===== config.mk =====
export PLATFORM = sky130hd
export DESIGN_NAME = controller_receiver
export DESIGN_NICKNAME = d
export VERILOG_FILES = /design/src/rtl/controller_receiver_pkg.sv /design/src/rtl/line_sync.sv /design/src/rtl/controller_receiver.sv
export SDC_FILE = /design/constraint.sdc
export NUM_CORES = 1
export LEC_CHECK = 0
export CAP_MARGIN = 15
export CELL_PAD_IN_SITES_DETAIL_PLACEMENT = 1
export CELL_PAD_IN_SITES_GLOBAL_PLACEMENT = 1
export CORE_MARGIN = 2
export CORE_UTILIZATION = 46
export CTS_CLUSTER_SIZE = 12
export DETAILED_ROUTE_END_ITERATION = 10
export PLACE_DENSITY_LB_ADDON = 0.15
export SLEW_MARGIN = 20
export SYNTH_ARGS = -nofsm -noshare
export SYNTH_HDL_FRONTEND = slang
export SYNTH_SLANG_ARGS = --single-unit

===== constraint.sdc =====
create_clock -name Clock -period 7 [get_ports Clock]
set_clock_uncertainty 0.05 [all_clocks]
set_input_delay 1.4 -clock Clock [delete_from_list [all_inputs] [get_ports Clock]]
set_output_delay 1.4 -clock Clock [all_outputs]
set_load 0.02 [all_outputs]

===== src/rtl/controller_receiver_pkg.sv =====
// Shared definitions for the game-controller serial link: receiver state
// encoding, reply lengths and line timing at 27 MHz. The transmitter and its
// bench reuse the same constants so both sides agree on the bit format.
package controller_receiver_pkg;

    typedef enum logic [2:0] {
        ST_IDLE        = 3'd0,
        ST_WAIT_FALL   = 3'd1,
        ST_MEASURE_LOW = 3'd2,
        ST_WAIT_STOP   = 3'd3,
        ST_DONE        = 3'd4,
        ST_TIMEOUT     = 3'd5
    } rx_state_e;

    // Reply lengths in bits
    localparam int STATUS_BITS = 24;
    localparam int DATA_BITS   = 32;

    // Line timing in system clock cycles
    localparam int BIT_PERIOD_CYCLES = 108;
    localparam int THRESH_CYCLES     = 54;
    localparam int GLITCH_CYCLES     = 4;
    localparam int TIMEOUT_CYCLES    = 4096;

    // Datapath widths
    localparam int WORD_W   = 32;
    localparam int CNT_W    = 13;
    localparam int BITCNT_W = 6;

    // Saturating increment for the low-phase and timeout counters
    function automatic logic [CNT_W-1:0] sat_inc(input logic [CNT_W-1:0] v);
        return (&v) ? v : v + 1'b1;
    endfunction

endpackage


===== src/rtl/line_sync.sv =====
// Brings the asynchronous open-drain line into the clock domain with a
// two-flop synchronizer, then keeps one history flop for edge detection.
// The flops reset high because the idle line is high; this avoids a false
// fall right after reset.
module line_sync (
    input  logic clk,
    input  logic rst,
    input  logic din,
    output logic sync,
    output logic fall,
    output logic rise
);

    logic meta_q, meta_d;
    logic sync_q, sync_d;
    logic prev_q, prev_d;

    // Shift the pin through the synchronizer and history stage
    always_comb begin
        meta_d = din;
        sync_d = meta_q;
        prev_d = sync_q;
    end

    // Synchronizer and history flops
    always_ff @(posedge clk or posedge rst) begin
        if (rst) begin
            meta_q <= 1'b1;
            sync_q <= 1'b1;
            prev_q <= 1'b1;
        end else begin
            meta_q <= meta_d;
            sync_q <= sync_d;
            prev_q <= prev_d;
        end
    end

    assign sync = sync_q;
    assign fall = prev_q & ~sync_q;
    assign rise = ~prev_q & sync_q;

endmodule


===== src/rtl/controller_receiver.sv =====
// Receive-side deserializer for the controller link. Once armed, it measures
// the low phase of each bit (short low = '1', long low = '0'), shifts bits
// MSB-first into Data and raises OutValid after the stop-bit fall. A line
// that stays silent or stuck low for too long ends in Timeout instead.
module controller_receiver
    import controller_receiver_pkg::*;
#(
    parameter int TIMEOUT_CYCLES = controller_receiver_pkg::TIMEOUT_CYCLES,
    parameter int THRESH_CYCLES  = controller_receiver_pkg::THRESH_CYCLES,
    parameter int GLITCH_CYCLES  = controller_receiver_pkg::GLITCH_CYCLES,
    parameter int STATUS_BITS    = controller_receiver_pkg::STATUS_BITS,
    parameter int DATA_BITS      = controller_receiver_pkg::DATA_BITS
) (
    input  logic              Clock,
    input  logic              Reset,
    input  logic              Rec_en,
    input  logic              Rec_Reset,
    input  logic              Rec_Status,
    input  logic              DataIn,
    output logic [WORD_W-1:0] Data,
    output logic              OutValid,
    output logic              Timeout
);

    localparam logic [CNT_W-1:0]    TO_LAST  = CNT_W'(TIMEOUT_CYCLES - 1);
    localparam logic [CNT_W-1:0]    THRESH_C = CNT_W'(THRESH_CYCLES);
    localparam logic [CNT_W-1:0]    GLITCH_C = CNT_W'(GLITCH_CYCLES);
    localparam logic [BITCNT_W-1:0] LEN_STAT = BITCNT_W'(STATUS_BITS);
    localparam logic [BITCNT_W-1:0] LEN_DATA = BITCNT_W'(DATA_BITS);

    rx_state_e state_q, state_d;

    logic [WORD_W-1:0]   data_q, data_d;
    logic [BITCNT_W-1:0] bit_cnt_q, bit_cnt_d;
    logic [BITCNT_W-1:0] exp_len_q, exp_len_d;
    logic [CNT_W-1:0]    low_cnt_q, low_cnt_d;
    logic [CNT_W-1:0]    to_cnt_q, to_cnt_d;

    logic line_s, line_fall, line_rise;
    logic to_expire, is_glitch, bit_val, last_bit;
    logic [BITCNT_W-1:0] bit_cnt_inc;

    line_sync u_line_sync (
        .clk  (Clock),
        .rst  (Reset),
        .din  (DataIn),
        .sync (line_s),
        .fall (line_fall),
        .rise (line_rise)
    );

    assign to_expire   = (to_cnt_q == TO_LAST);
    assign is_glitch   = (low_cnt_q < GLITCH_C);
    assign bit_val     = (low_cnt_q < THRESH_C);
    assign bit_cnt_inc = bit_cnt_q + 1'b1;
    assign last_bit    = (bit_cnt_inc == exp_len_q);

    // State register
    always_ff @(posedge Clock or posedge Reset) begin
        if (Reset) begin
            state_q <= ST_IDLE;
        end else begin
            state_q <= state_d;
        end
    end

    // Next-state logic; an edge always takes precedence over the timeout
    always_comb begin
        state_d = state_q;
        if (Rec_Reset || !Rec_en) begin
            state_d = ST_IDLE;
        end else begin
            case (state_q)
                ST_IDLE: begin
                    state_d = ST_WAIT_FALL;
                end
                ST_WAIT_FALL: begin
                    if (line_fall) begin
                        state_d = ST_MEASURE_LOW;
                    end else if (to_expire) begin
                        state_d = ST_TIMEOUT;
                    end
                end
                ST_MEASURE_LOW: begin
                    if (line_rise) begin
                        if (!is_glitch && last_bit) begin
                            state_d = ST_WAIT_STOP;
                        end else begin
                            state_d = ST_WAIT_FALL;
                        end
                    end else if (to_expire) begin
                        state_d = ST_TIMEOUT;
                    end
                end
                ST_WAIT_STOP: begin
                    if (line_fall) begin
                        state_d = ST_DONE;
                    end else if (to_expire) begin
                        state_d = ST_TIMEOUT;
                    end
                end
                default: begin
                    state_d = state_q;
                end
            endcase
        end
    end

    // Status flags follow the registered state only, so they are mutually exclusive
    always_comb begin
        OutValid = 1'b0;
        Timeout  = 1'b0;
        case (state_q)
            ST_DONE:    OutValid = 1'b1;
            ST_TIMEOUT: Timeout  = 1'b1;
            default: begin
                OutValid = 1'b0;
                Timeout  = 1'b0;
            end
        endcase
    end

    // Datapath next values: shift register, bit count and the two counters
    always_comb begin
        data_d    = data_q;
        bit_cnt_d = bit_cnt_q;
        exp_len_d = exp_len_q;
        low_cnt_d = low_cnt_q;
        to_cnt_d  = to_cnt_q;
        if (Rec_Reset) begin
            data_d    = '0;
            bit_cnt_d = '0;
            low_cnt_d = '0;
            to_cnt_d  = '0;
        end else if (Rec_en) begin
            case (state_q)
                ST_IDLE: begin
                    exp_len_d = Rec_Status ? LEN_STAT : LEN_DATA;
                    data_d    = '0;
                    bit_cnt_d = '0;
                    low_cnt_d = '0;
                    to_cnt_d  = '0;
                end
                ST_WAIT_FALL: begin
                    if (line_fall) begin
                        low_cnt_d = CNT_W'(1);
                        to_cnt_d  = '0;
                    end else begin
                        to_cnt_d = sat_inc(to_cnt_q);
                    end
                end
                ST_MEASURE_LOW: begin
                    if (line_rise) begin
                        to_cnt_d = '0;
                        if (!is_glitch) begin
                            data_d    = {data_q[WORD_W-2:0], bit_val};
                            bit_cnt_d = bit_cnt_inc;
                        end
                    end else begin
                        to_cnt_d = sat_inc(to_cnt_q);
                        if (!line_s) begin
                            low_cnt_d = sat_inc(low_cnt_q);
                        end
                    end
                end
                ST_WAIT_STOP: begin
                    if (line_fall) begin
                        to_cnt_d = '0;
                    end else begin
                        to_cnt_d = sat_inc(to_cnt_q);
                    end
                end
                default: begin
                    data_d = data_q;
                end
            endcase
        end
    end

    // Datapath registers
    always_ff @(posedge Clock or posedge Reset) begin
        if (Reset) begin
            data_q    <= '0;
            bit_cnt_q <= '0;
            exp_len_q <= '0;
            low_cnt_q <= '0;
            to_cnt_q  <= '0;
        end else begin
            data_q    <= data_d;
            bit_cnt_q <= bit_cnt_d;
            exp_len_q <= exp_len_d;
            low_cnt_q <= low_cnt_d;
            to_cnt_q  <= to_cnt_d;
        end
    end

    assign Data = data_q;

endmodule


==> impl_metrics.py <==
metrics = {
    "final_layout": {
        "multi_input_area_um2": 1785,
        "antenna_cells": 0,
        "layout-drive-gt1-share": 0.07709,
        "finish.net_count": 460,
        "syn_to_final_growth_pct": 19.40,
        "stdcell_count": 556,
        "fillers": 922,
        "layout_common_cells": "nand2_1, dfrtp_1, o21ai_1",
        "final_common_cell": "nand2_1",
        "seqCellArea_um2": 1805,
    },
    "drt": {
        "drc": 0,
        "wl_per_cell_um": 16.90,
        "routed_wl_mm": 9.396,
        "dr.first_iter.drc_count": 202,
        "ant_nets": 0,
        "vias": 3227,
        "drt-pass1-iter-count": 4,
        "via_per_inst": 5.804,
    },
    "logic_synthesis": {
        "async_reset_ff_frac": 1.000,
        "synthesis.area_um2": 3721,
        "syn-num-nets": 428,
        "synth_cell_types": 58,
        "synthFlopType": "dfrtp_1",
        "ys_seq_elements": 72,
        "yosys_warnings": 0,
        "synthCells": 418,
        "ys_seq_area_frac": 0.4852,
        "synth_edf_count": 0,
        "avgSynthCellArea_um2": 8.902,
    },
    "timing": {
        "rsz0062_at_grt": "no",
        "slew_headroom": 0.3997,
        "whs_ns": 0.3135,
        "worst_slew_pin_slew_ns": 0.9005,
        "setup_tns_ns": 0,
        "fin_crit_sh": 0.4922,
        "finalCriticalPeriod_ns": 3.445,
        "clock.fmax_mhz": 290.2,
        "final-hold-violation-count": 0,
        "final-setup-viol-count": 0,
        "finalMaxSlewViolations": 0,
    },
    "clocking": {
        "htree_levels": 3,
        "postCtsSetupRepairBufs": 0,
        "cts-root-buf": "clkbuf_8",
        "ctsLongestPathBuffers": 2,
        "numCtsBuffers": 9,
        "cts_tree": "yes",
        "clk_latency_ns": 0.35,
        "clkTransAtPathRegs_ns": 0.07,
        "cts_sinks": 72,
        "hold_buffers": 0,
        "ctsResizeCount": 0,
    },
    "die": {
        "coreArea_um2": 7767,
        "initial_core_util": 0.4791,
        "rows": 32,
        "die-area_um2": 8825,
        "die_width_um": 93.94,
        "pin_count": 40,
        "dieHeight_um": 93.94,
    },
    "worst_setup_path": {
        "worstPathRequired_ns": 7.19,
        "ff2ff_setup_slack_ns": 4.18,
        "worstPathArrival_ns": 3.63,
        "cp-end-kind": "flip-flop",
        "critical_path_class": "input port to flip-flop",
        "cp_max_fo": 12,
        "start_kind": "input port",
    },
    "place": {
        "dp.final_hpwl_mm": 6.316,
        "port_buffers": 39,
        "gp_congestion": 0.8227,
        "dp.cells": 541,
    },
    "grt": {
        "overflow": 0,
        "grt_pass1_vias": 3238,
        "grt_start_max_net_pins": 73,
        "grt_pass1_wl_mm": 15.81,
        "grtUsageTotal": 0.2271,
        "antenna_found_initial": 0,
    },
    "power": {
        "leakage_nw": 1.771,
        "ir_drop_mv": 0.1083,
        "power_density_nw_per_um2": 207.3,
    },
    "min_path": {
        "hold_path.class": "flip-flop to flip-flop",
    },
    "run_status": {
        "status": "completed",
    },
    "job": {
        "cap_violations": 0,
    },
}
[report_power, final]
part | switching (mW) | total (mW) | leakage, nW | internal, mW
clock | 0.160 | 0.441 | 0.133 | 0.281
sequential | 0.00778 | 0.429 | 0.989 | 0.421
combinational | 0.0359 | 0.0513 | 0.649 | 0.0154
total | 0.204 | 0.921 | 1.77 | 0.717
[worst paths after layout]
path | from | to | depth (start not counted)
max in group asynchronous | Reset | low_cnt_q[9]$_DFFE_PP0P_ | 3
hold / removal | u_line_sync.meta_q$_DFF_PP1_ | u_line_sync.sync$_DFF_PP1_ | 0
hold reg to reg | u_line_sync.meta_q$_DFF_PP1_ | u_line_sync.sync$_DFF_PP1_ | 0
setup reg to reg | low_cnt_q[7]$_DFFE_PP0P_ | bit_cnt_q[3]$_DFFE_PP0P_ | 6
setup / recovery | Rec_Reset | low_cnt_q[11]$_DFFE_PP0P_ | 4
min in group asynchronous | Reset | bit_cnt_q[1]$_DFFE_PP0P_ | 3
[Yosys cell counts (3+ instances only)]
master	count	share of area
a21o_1	4	0.0081
a21oi_1	12	0.016
a31oi_1	14	0.024
and2_1	3	0.0050
and3_1	5	0.0084
buf_2	11	0.015
clkbuf_1	10	0.010
dfrtp_1	69	0.46
dfstp_2	3	0.021
ha_1	4	0.013
inv_1	11	0.011
nand2_1	92	0.093
nand2b_1	4	0.0067
nand3_1	15	0.020
nand3b_1	3	0.0061
nand4_1	5	0.0084
nor2_1	25	0.025
nor3_1	5	0.0067
nor4_1	5	0.0084
o211ai_1	7	0.014
o21ai_0	7	0.0094
o21ai_1	41	0.055
o31ai_1	8	0.016
or4_1	3	0.0061
xnor2_1	3	0.0071
xor2_1	6	0.014
[registers in the layout, summed over array words and instances (netlist names)]
| register | flops |
|---|---|
| u_line_sync.prev_q | 1 |
| bit_cnt_q | 6 |
| exp_len_q | 2 |
| Data | 32 |
| state_q | 3 |
| low_cnt_q | 13 |
| u_line_sync.sync | 1 |
| to_cnt_q | 13 |
| u_line_sync.meta_q | 1 |
[critical path: stages]
cell and delay [ns]:
clkdlybuf4s50_1 0.67, nand3b_1 0.60, or4_4 0.68, o31ai_1 0.29
[cell families (layout without fill, tap and decap cells)]
kind of cell | Yosys count | count (layout) | synth area share
muxes | 3 | 3 | 0.008406
and+or+nand+nor | 181 | 181 | 0.2350
xor gates and xnor gates | 9 | 9 | 0.02118
DFF | 72 | 72 | 0.4852
adders and majority gates | 4 | 4 | 0.01345
buffers and inverters | 33 | 69 | 0.03699
AOI/OAI and AO/OA | 116 | 116 | 0.1997
[per-stage QoR]
step	cell area [um^2]	util	total power [mW]	worst slack, ns
floorplan	3721	-	0.4723	3.730
finish	4443	0.5720	0.9210	3.555
global route	4443	0.5720	0.9508	3.471
detailed placement	4177	0.5377	0.4882	3.226
CTS	4443	0.5720	0.9297	3.577
global placement	4177	0.5377	0.4864	3.327
[routing by layer]
metal	vias to the layer above	track usage	wire, um
met3	12	0.04655	254
met1	1609	0.2930	4386
li1	1562	-	-
met5	-	0	0
met4	0	0.06884	120
met2	44	0.3845	4635
[layout make-up]
type | count | area share
repair buffers | 42 | 0.09293
inverters | 12 | 0.01014
flip-flops and latches | 72 | 0.4064
multi-input cells | 313 | 0.4019
clock inverters | 5 | 0.02901
clock buffers | 10 | 0.03098
well taps | 102 | 0.02872
Power figures use the tool's default switching activity.
